`src/rtl/flash_read_responder_if.sv`:
```
// Player flash-read handshake plus Avalon-MM read port of the flash controller.
// slave: the responder's view; master: the player and flash-controller side.
interface flash_read_responder_if #(
    parameter int unsigned ADDR_W = 23,
    parameter int unsigned DATA_W = 32
);
    logic              start;
    logic [ADDR_W-1:0] address;
    logic              done_signal;
    logic [DATA_W-1:0] readdata;
    logic              busy;
    logic              error;
    logic              flash_mem_read;
    logic [ADDR_W-1:0] flash_mem_address;
    logic [3:0]        flash_mem_byteenable;
    logic [5:0]        flash_mem_burstcount;
    logic              flash_mem_waitrequest;
    logic              flash_mem_readdatavalid;
    logic [DATA_W-1:0] flash_mem_readdata;

    modport slave (
        input  start, address,
        input  flash_mem_waitrequest, flash_mem_readdatavalid, flash_mem_readdata,
        output done_signal, readdata, busy, error,
        output flash_mem_read, flash_mem_address, flash_mem_byteenable, flash_mem_burstcount
    );

    modport master (
        output start, address,
        output flash_mem_waitrequest, flash_mem_readdatavalid, flash_mem_readdata,
        input  done_signal, readdata, busy, error,
        input  flash_mem_read, flash_mem_address, flash_mem_byteenable, flash_mem_burstcount
    );
endinterface

```
`src/rtl/flash_read_responder.sv`:
```
// Runs one Avalon-MM flash read per player request and holds the returned word.
// Optional read timeout with a sticky error flag: define FLASH_READ_TIMEOUT_EN.
module flash_read_responder #(
    parameter int unsigned ADDR_W         = 23,
    parameter int unsigned DATA_W         = 32,
    parameter int unsigned TIMEOUT_CYCLES = 1024
) (
    input  logic                    clk50M,
    input  logic                    reset,
    flash_read_responder_if.slave   bus
);

    typedef enum logic [2:0] {
        S_IDLE,
        S_ISSUE,
        S_WAIT_VALID,
        S_DONE,
        S_RELEASE
    } state_t;

    if (TIMEOUT_CYCLES < 2) begin : g_timeout_check
        $error("TIMEOUT_CYCLES must be at least 2");
    end

    state_t            r_state;
    logic              r_done;
    logic              r_busy;
    logic              r_error;
    logic              r_read;
    logic [ADDR_W-1:0] r_addr;
    logic [DATA_W-1:0] r_data;
    logic              w_data_ok;

    // Data is taken in WAIT_VALID, or in ISSUE when it arrives with command acceptance.
    assign w_data_ok = bus.flash_mem_readdatavalid &&
                       ((r_state == S_WAIT_VALID) || !bus.flash_mem_waitrequest);

`ifdef FLASH_READ_TIMEOUT_EN
    localparam int unsigned CNT_W = $clog2(TIMEOUT_CYCLES);
    localparam logic [CNT_W-1:0] CNT_LAST = CNT_W'(TIMEOUT_CYCLES - 1);
    logic [CNT_W-1:0] r_cnt;
    logic             w_timeout;
    assign w_timeout = (r_cnt == CNT_LAST);
`endif

    always_ff @(posedge clk50M) begin
        if (reset) begin
            r_state <= S_IDLE;
            r_done  <= 1'b0;
            r_busy  <= 1'b0;
            r_error <= 1'b0;
            r_read  <= 1'b0;
            r_addr  <= '0;
            r_data  <= '0;
`ifdef FLASH_READ_TIMEOUT_EN
            r_cnt   <= '0;
`endif
        end else begin
            r_done <= 1'b0;
            case (r_state)
                S_IDLE: begin
                    if (bus.start) begin
                        r_addr  <= bus.address;
                        r_read  <= 1'b1;
                        r_busy  <= 1'b1;
                        r_state <= S_ISSUE;
`ifdef FLASH_READ_TIMEOUT_EN
                        r_cnt   <= '0;
                        r_error <= 1'b0;
`endif
                    end
                end
                S_ISSUE, S_WAIT_VALID: begin
`ifdef FLASH_READ_TIMEOUT_EN
                    r_cnt <= r_cnt + CNT_W'(1);
`endif
                    if (w_data_ok) begin
                        r_read  <= 1'b0;
                        r_data  <= bus.flash_mem_readdata;
                        r_done  <= 1'b1;
                        r_state <= S_DONE;
                    end
`ifdef FLASH_READ_TIMEOUT_EN
                    else if (w_timeout) begin
                        r_read  <= 1'b0;
                        r_data  <= '0;
                        r_error <= 1'b1;
                        r_done  <= 1'b1;
                        r_state <= S_DONE;
                    end
`endif
                    else if ((r_state == S_ISSUE) && !bus.flash_mem_waitrequest) begin
                        r_read  <= 1'b0;
                        r_state <= S_WAIT_VALID;
                    end
                end
                S_DONE: begin
                    r_state <= S_RELEASE;
                end
                S_RELEASE: begin
                    // Wait out the player's registered request before re-arming.
                    if (!bus.start) begin
                        r_busy  <= 1'b0;
                        r_state <= S_IDLE;
                    end
                end
                default: begin
                    r_read  <= 1'b0;
                    r_busy  <= 1'b0;
                    r_state <= S_IDLE;
                end
            endcase
        end
    end

    assign bus.done_signal          = r_done;
    assign bus.readdata             = r_data;
    assign bus.busy                 = r_busy;
    assign bus.error                = r_error;
    assign bus.flash_mem_read       = r_read;
    assign bus.flash_mem_address    = r_addr;
    assign bus.flash_mem_byteenable = 4'b1111;
    assign bus.flash_mem_burstcount = 6'd1;

endmodule

```
`src/flat_wrapper.sv`:
```
// flat-port wrapper written by rule: the top's interface ports become plain ports
module flash_read_responder_flat 
#(
    parameter int unsigned ADDR_W         = 23,
    parameter int unsigned DATA_W         = 32,
    parameter int unsigned TIMEOUT_CYCLES = 1024
)
  (clk50M, reset, bus_start, bus_address, bus_flash_mem_waitrequest, bus_flash_mem_readdatavalid, bus_flash_mem_readdata, bus_done_signal, bus_readdata, bus_busy, bus_error, bus_flash_mem_read, bus_flash_mem_address, bus_flash_mem_byteenable, bus_flash_mem_burstcount);
  flash_read_responder_if #(.ADDR_W(ADDR_W), .DATA_W(DATA_W)) bus_i ();
  input  logic clk50M;
  input  logic reset;
  input wire logic [$bits(bus_i.start)-1:0] bus_start;
  input wire logic [$bits(bus_i.address)-1:0] bus_address;
  input wire logic [$bits(bus_i.flash_mem_waitrequest)-1:0] bus_flash_mem_waitrequest;
  input wire logic [$bits(bus_i.flash_mem_readdatavalid)-1:0] bus_flash_mem_readdatavalid;
  input wire logic [$bits(bus_i.flash_mem_readdata)-1:0] bus_flash_mem_readdata;
  output wire logic [$bits(bus_i.done_signal)-1:0] bus_done_signal;
  output wire logic [$bits(bus_i.readdata)-1:0] bus_readdata;
  output wire logic [$bits(bus_i.busy)-1:0] bus_busy;
  output wire logic [$bits(bus_i.error)-1:0] bus_error;
  output wire logic [$bits(bus_i.flash_mem_read)-1:0] bus_flash_mem_read;
  output wire logic [$bits(bus_i.flash_mem_address)-1:0] bus_flash_mem_address;
  output wire logic [$bits(bus_i.flash_mem_byteenable)-1:0] bus_flash_mem_byteenable;
  output wire logic [$bits(bus_i.flash_mem_burstcount)-1:0] bus_flash_mem_burstcount;
  assign bus_i.start = bus_start;
  assign bus_i.address = bus_address;
  assign bus_i.flash_mem_waitrequest = bus_flash_mem_waitrequest;
  assign bus_i.flash_mem_readdatavalid = bus_flash_mem_readdatavalid;
  assign bus_i.flash_mem_readdata = bus_flash_mem_readdata;
  assign bus_done_signal = bus_i.done_signal;
  assign bus_readdata = bus_i.readdata;
  assign bus_busy = bus_i.busy;
  assign bus_error = bus_i.error;
  assign bus_flash_mem_read = bus_i.flash_mem_read;
  assign bus_flash_mem_address = bus_i.flash_mem_address;
  assign bus_flash_mem_byteenable = bus_i.flash_mem_byteenable;
  assign bus_flash_mem_burstcount = bus_i.flash_mem_burstcount;
  flash_read_responder #(.ADDR_W(ADDR_W), .DATA_W(DATA_W), .TIMEOUT_CYCLES(TIMEOUT_CYCLES)) u_core (.clk50M(clk50M), .reset(reset), .bus(bus_i));
endmodule
```
`config.mk`:
```
export PLATFORM = sky130hd
export DESIGN_NAME = flash_read_responder_flat
export DESIGN_NICKNAME = d
export VERILOG_FILES = /design/src/rtl/flash_read_responder_if.sv /design/src/rtl/flash_read_responder.sv /design/src/flat_wrapper.sv
export SDC_FILE = /design/constraint.sdc
export NUM_CORES = 1
export LEC_CHECK = 0
export ABC_AREA = 1
export CORE_MARGIN = 4
export CORE_UTILIZATION = 39
export CTS_CLUSTER_DIAMETER = 50
export DETAILED_ROUTE_END_ITERATION = 10
export PLACE_DENSITY = 0.78
export REMOVE_ABC_BUFFERS = 1
export SYNTH_ARGS = -nofsm -noshare
export SYNTH_HDL_FRONTEND = slang
export SYNTH_SLANG_ARGS = --single-unit
```
`constraint.sdc`:
```
create_clock -name clk50M -period 1.9 [get_ports clk50M]
set_clock_uncertainty 0.2 [all_clocks]
set_input_delay 0.19 -clock clk50M [delete_from_list [all_inputs] [get_ports clk50M]]
set_output_delay 0.19 -clock clk50M [all_outputs]
set_load 0.1 [all_outputs]
```
==> results of run 1 <==
==> routing by layer <==
metal  part of all wire  vias up
met5                  0        -
met4              0.015        0
met3               0.15        8
met2               0.44      116
met1               0.40     1009
li1                   -     1181
==> cells in the final DEF (no fill, tap or decap) <==
| master | synthesis | final |
|---|---|---|
| inv_4 | 1 | 1 |
| a211oi_2 | 1 | 1 |
| nand2_1 | 84 | 84 |
| nor3_4 | 1 | 1 |
| a21oi_2 | 9 | 9 |
| clkbuf_1 | 9 | 2 |
| nand4_1 | 1 | 1 |
| dfxtp_1 | 61 | 61 |
| clkinv_2 | 0 | 2 |
| clkdlybuf4s50_1 | 0 | 58 |
| clkbuf_8 | 0 | 10 |
| nand3_1 | 27 | 27 |
| buf_2 | 4 | 1 |
| buf_12 | 0 | 3 |
| buf_4 | 14 | 62 |
| bufinv_16 | 0 | 1 |
| nand2_2 | 13 | 13 |
| conb_1 | 2 | 11 |
| clkinvlp_4 | 0 | 1 |
| o21ai_0 | 2 | 2 |
| a21oi_1 | 49 | 49 |
| nor2_2 | 1 | 1 |
| nor2_1 | 8 | 8 |
| nand3b_1 | 1 | 1 |
| inv_1 | 7 | 7 |
| nand3_2 | 1 | 1 |
| nand3_4 | 1 | 1 |
==> power by group through the flow <==
stage	combinational, W	clock [W]	sequential, W
floorplan	0.000754	0	0.00303
global placement	0.00284	0	0.00167
detailed placement	0.00285	0	0.00167
CTS	0.00286	0.00116	0.00165
global route	0.00301	0.00124	0.00168
finish	0.00284	0.00111	0.00165
==> cells by family after synthesis <==
kind of cell    after synthesis  synth area share
flops                        61             0.503
compound gates               61             0.143
simple gates                138             0.257
buf+inv                      39            0.0942
other cells                   2           0.00309
==> cell type report <==
class / instances / area [sq um] / share of cell area
Clock buffer: 12 / 145 / 0.0396
Clock inverter: 4 / 47.5 / 0.0130
Inverter: 8 / 32.5 / 0.00888
Multi-Input combinational cell: 210 / 1010 / 0.277
Sequential cell: 61 / 1220 / 0.333
Tap cell: 75 / 93.8 / 0.0256
Timing Repair Buffer: 124 / 1110 / 0.303
==> cell usage after synthesis <==
cell type,number,share of area
a21oi_1,49,0.10
nand3_4,1,0.0072
nand3b_1,1,0.0031
nor2_2,1,0.0026
nor2_1,8,0.012
conb_1,2,0.0031
buf_4,14,0.043
nand3_1,27,0.056
nor3_4,1,0.0067
clkbuf_1,9,0.014
a211oi_2,1,0.0051
buf_6,3,0.014
nand4_1,1,0.0026
inv_4,1,0.0026
a21oi_2,9,0.032
buf_1,1,0.0015
nand2_1,84,0.13
buf_2,4,0.0082
inv_1,7,0.011
dfxtp_1,61,0.50
nand2_2,13,0.033
o21ai_0,2,0.0041
nand3_2,1,0.0041
==> state kept, by name, summed over array words and instances, names as in the netlist <==
| register | cells |
|---|---|
| u_core.r_state | 3 |
| u_core.bus.readdata | 32 |
| u_core.bus.busy | 1 |
| u_core.bus.done_signal | 1 |
| u_core.bus.flash_mem_address | 23 |
| u_core.bus.flash_mem_read | 1 |
==> worst max path at each step <==
stage | depth (start not counted) | slack, ps | endpoint | start
after floorplan | 4 | 100 | u_core.bus.flash_mem_address[0] | u_core.r_state[0]
after global placement | 6 | 240 | u_core.bus.readdata[25] | bus_flash_mem_waitrequest
after detailed placement | 4 | 230 | u_core.bus.flash_mem_address[9] | bus_start
after CTS | 7 | 210 | u_core.bus.readdata[13] | u_core.r_state[0]
after global routing | 7 | 50 | u_core.bus.readdata[14] | u_core.r_state[0]
final | 7 | 240 | u_core.bus.readdata[13] | u_core.r_state[0]
==> through the flow <==
stage	area, sq um	instances	util	setup slack [ps]
floorplan	2270	279	-	105
global placement	3470	478	0.580	241
detailed placement	3470	478	0.580	226
CTS	3660	494	0.612	214
global route	3660	494	0.612	48.4
finish	3660	494	0.612	238
==> results.md, run 1 <==
### Worst setup path
- **number of buffers and inverters on the critical path** 1
- **list of cells traversed by the critical path** nor2_2 > nand2_2 > nand2_2 > nand3_4 > inv_4 > nand2_1 > a21oi_1
- **CP Max Fanout** 33
- **CP dominant cell by count** nand2_2
- **FF-to-FF path depth** 7
- **arrival time at the worst endpoint** 1710 ps
- **WS Path Type** reg -> reg
- **startpoint class of the critical path** register
- **end of the worst register-to-register path** u_core.bus.readdata[13]
- **setup slack on the worst flop-to-flop path** 240 ps
- **R2R Path Start** u_core.r_state[0]
- **biggest cell delay along the critical path** 400 ps
- **Crit path required time** 1950 ps
- **CP delay by family, top** simple AND/OR/NAND/NOR gates
- **slowest stage cell on the critical path** dfxtp_1
- **kind of end point of the critical path** register

### Final layout
- **count of antenna diodes in the layout** 0
- **fraction of layout cells with a size suffix above 1** 0.258
- **filler cell count in the final layout** 528
- **number of nets at the end of the flow** 474
- **synth-to-layout area growth** 50.8%

### Timing
- **RSZ-0062 raised after global routing** false
- **Final Max Tran Viols** 0
- **endpoints failing setup** 0
- **final total negative setup slack** 0 ps
- **crit share post-route** 0.875
- **min cycle time layout** 1660 ps
- **minimum hold slack** 34.6 ps
- **fmax** 0.602 GHz
- **final count of hold timing violations** 0

### Power
- **pwr dens** 1530 nW/um^2
- **Max rail drop VDD** 0.000833 V
- **power spent charging and discharging nets** 0.00279 W
- **combinational share of power** 0.507
- **Clk pwr share** 0.199
- **sequential group share of total power** 0.294
- **total power of the final layout** 0.00560 W
- **static leakage** 1.50 nW
- **Int Power** 0.00281 W
- **switching power as a share of total power** 0.498

### Routing
- **Detailed Routing Iterations Pass 1** 5
- **DR iter-0 viols** 56
- **via total after detailed routing** 2314
- **total wire length** 6.43 mm
- **average wire per cell in the routed design** 13.0 um
- **Avg Vias per Cell** 4.68
- **number of routed nets with antenna violations** 0
- **Residual DRC** 0

### Clock tree
- **Num CTS Buffers** 9
- **# H-tree levels** 3
- **total of cells resized after clock tree synthesis** 0
- **clock tree from TritonCTS** done
- **quantity of hold-fixing buffers added after cts** 0
- **clock root buffer master** clkbuf_8
- **clock sink total** 61
- **worst-skew pair later-pin latency** 330 ps
- **buffers inserted by post-CTS timing repair** 0
- **clock buffer depth** 2
- **clock edge transition at the registers on the reported setup and hold paths** 60 ps

### Synthesis
- **library cells used by synthesis** 23
- **number of flip-flops and latches in the synthesized netlist** 61
- **gate count of the mapped netlist** 301
- **sequential-to-total area share from yosys stat** 0.503
- **mean instance size in the synthesized netlist** 8.07 sq um
- **number of warning messages in the yosys log** 0
- **post-synthesis instance area** 2430 sq um

### Worst hold path
- **Worst Hold Class** in -> reg
- **worst hold path startpoint** reset
- **hold depth** 2
- **endpoint with the worst hold slack** u_core.bus.readdata[6]

### GRT
- **global-route met3 utilization** 0.100
- **global-route usage over all layers** 0.180
- **vias in the first global route** 2333
- **pin count of the biggest net entering global routing** 34
- **initial antenna violation count** 0
- **met2 track demand over resource** 0.280
- **overflow left after global routing** 0
- **met1 Track Usage GR** 0.201
- **gr busiest metal** met2
- **global-route wire length before repair** 10.7 mm

### Floorplan
- **die outline width** 86.9 um
- **overall die height** 86.9 um
- **initial core utilization** 0.406
- **area of the core** 5990 sq um
- **Placement Rows** 28
- **I/O pin count** 129
- **die area** 7560 sq um

### Place
- **placed wire-length estimate after detailed placement** 4.77 mm
- **routability cong.** 0.760
- **count of buffers from port buffering** 117

### Flow run
- **count of max-cap constraint violations** 0

### Outcome
- **run status** finished clean

No activity file was read; power rests on OpenSTA's default activity.
==> run 2, diff against run 1 <==
Settings changed: CAP_MARGIN set to 20, CTS_CLUSTER_SIZE set to 16.
==> results of run 2 <==
The final DEF is identical to that of run 1; final timing and power are the same.
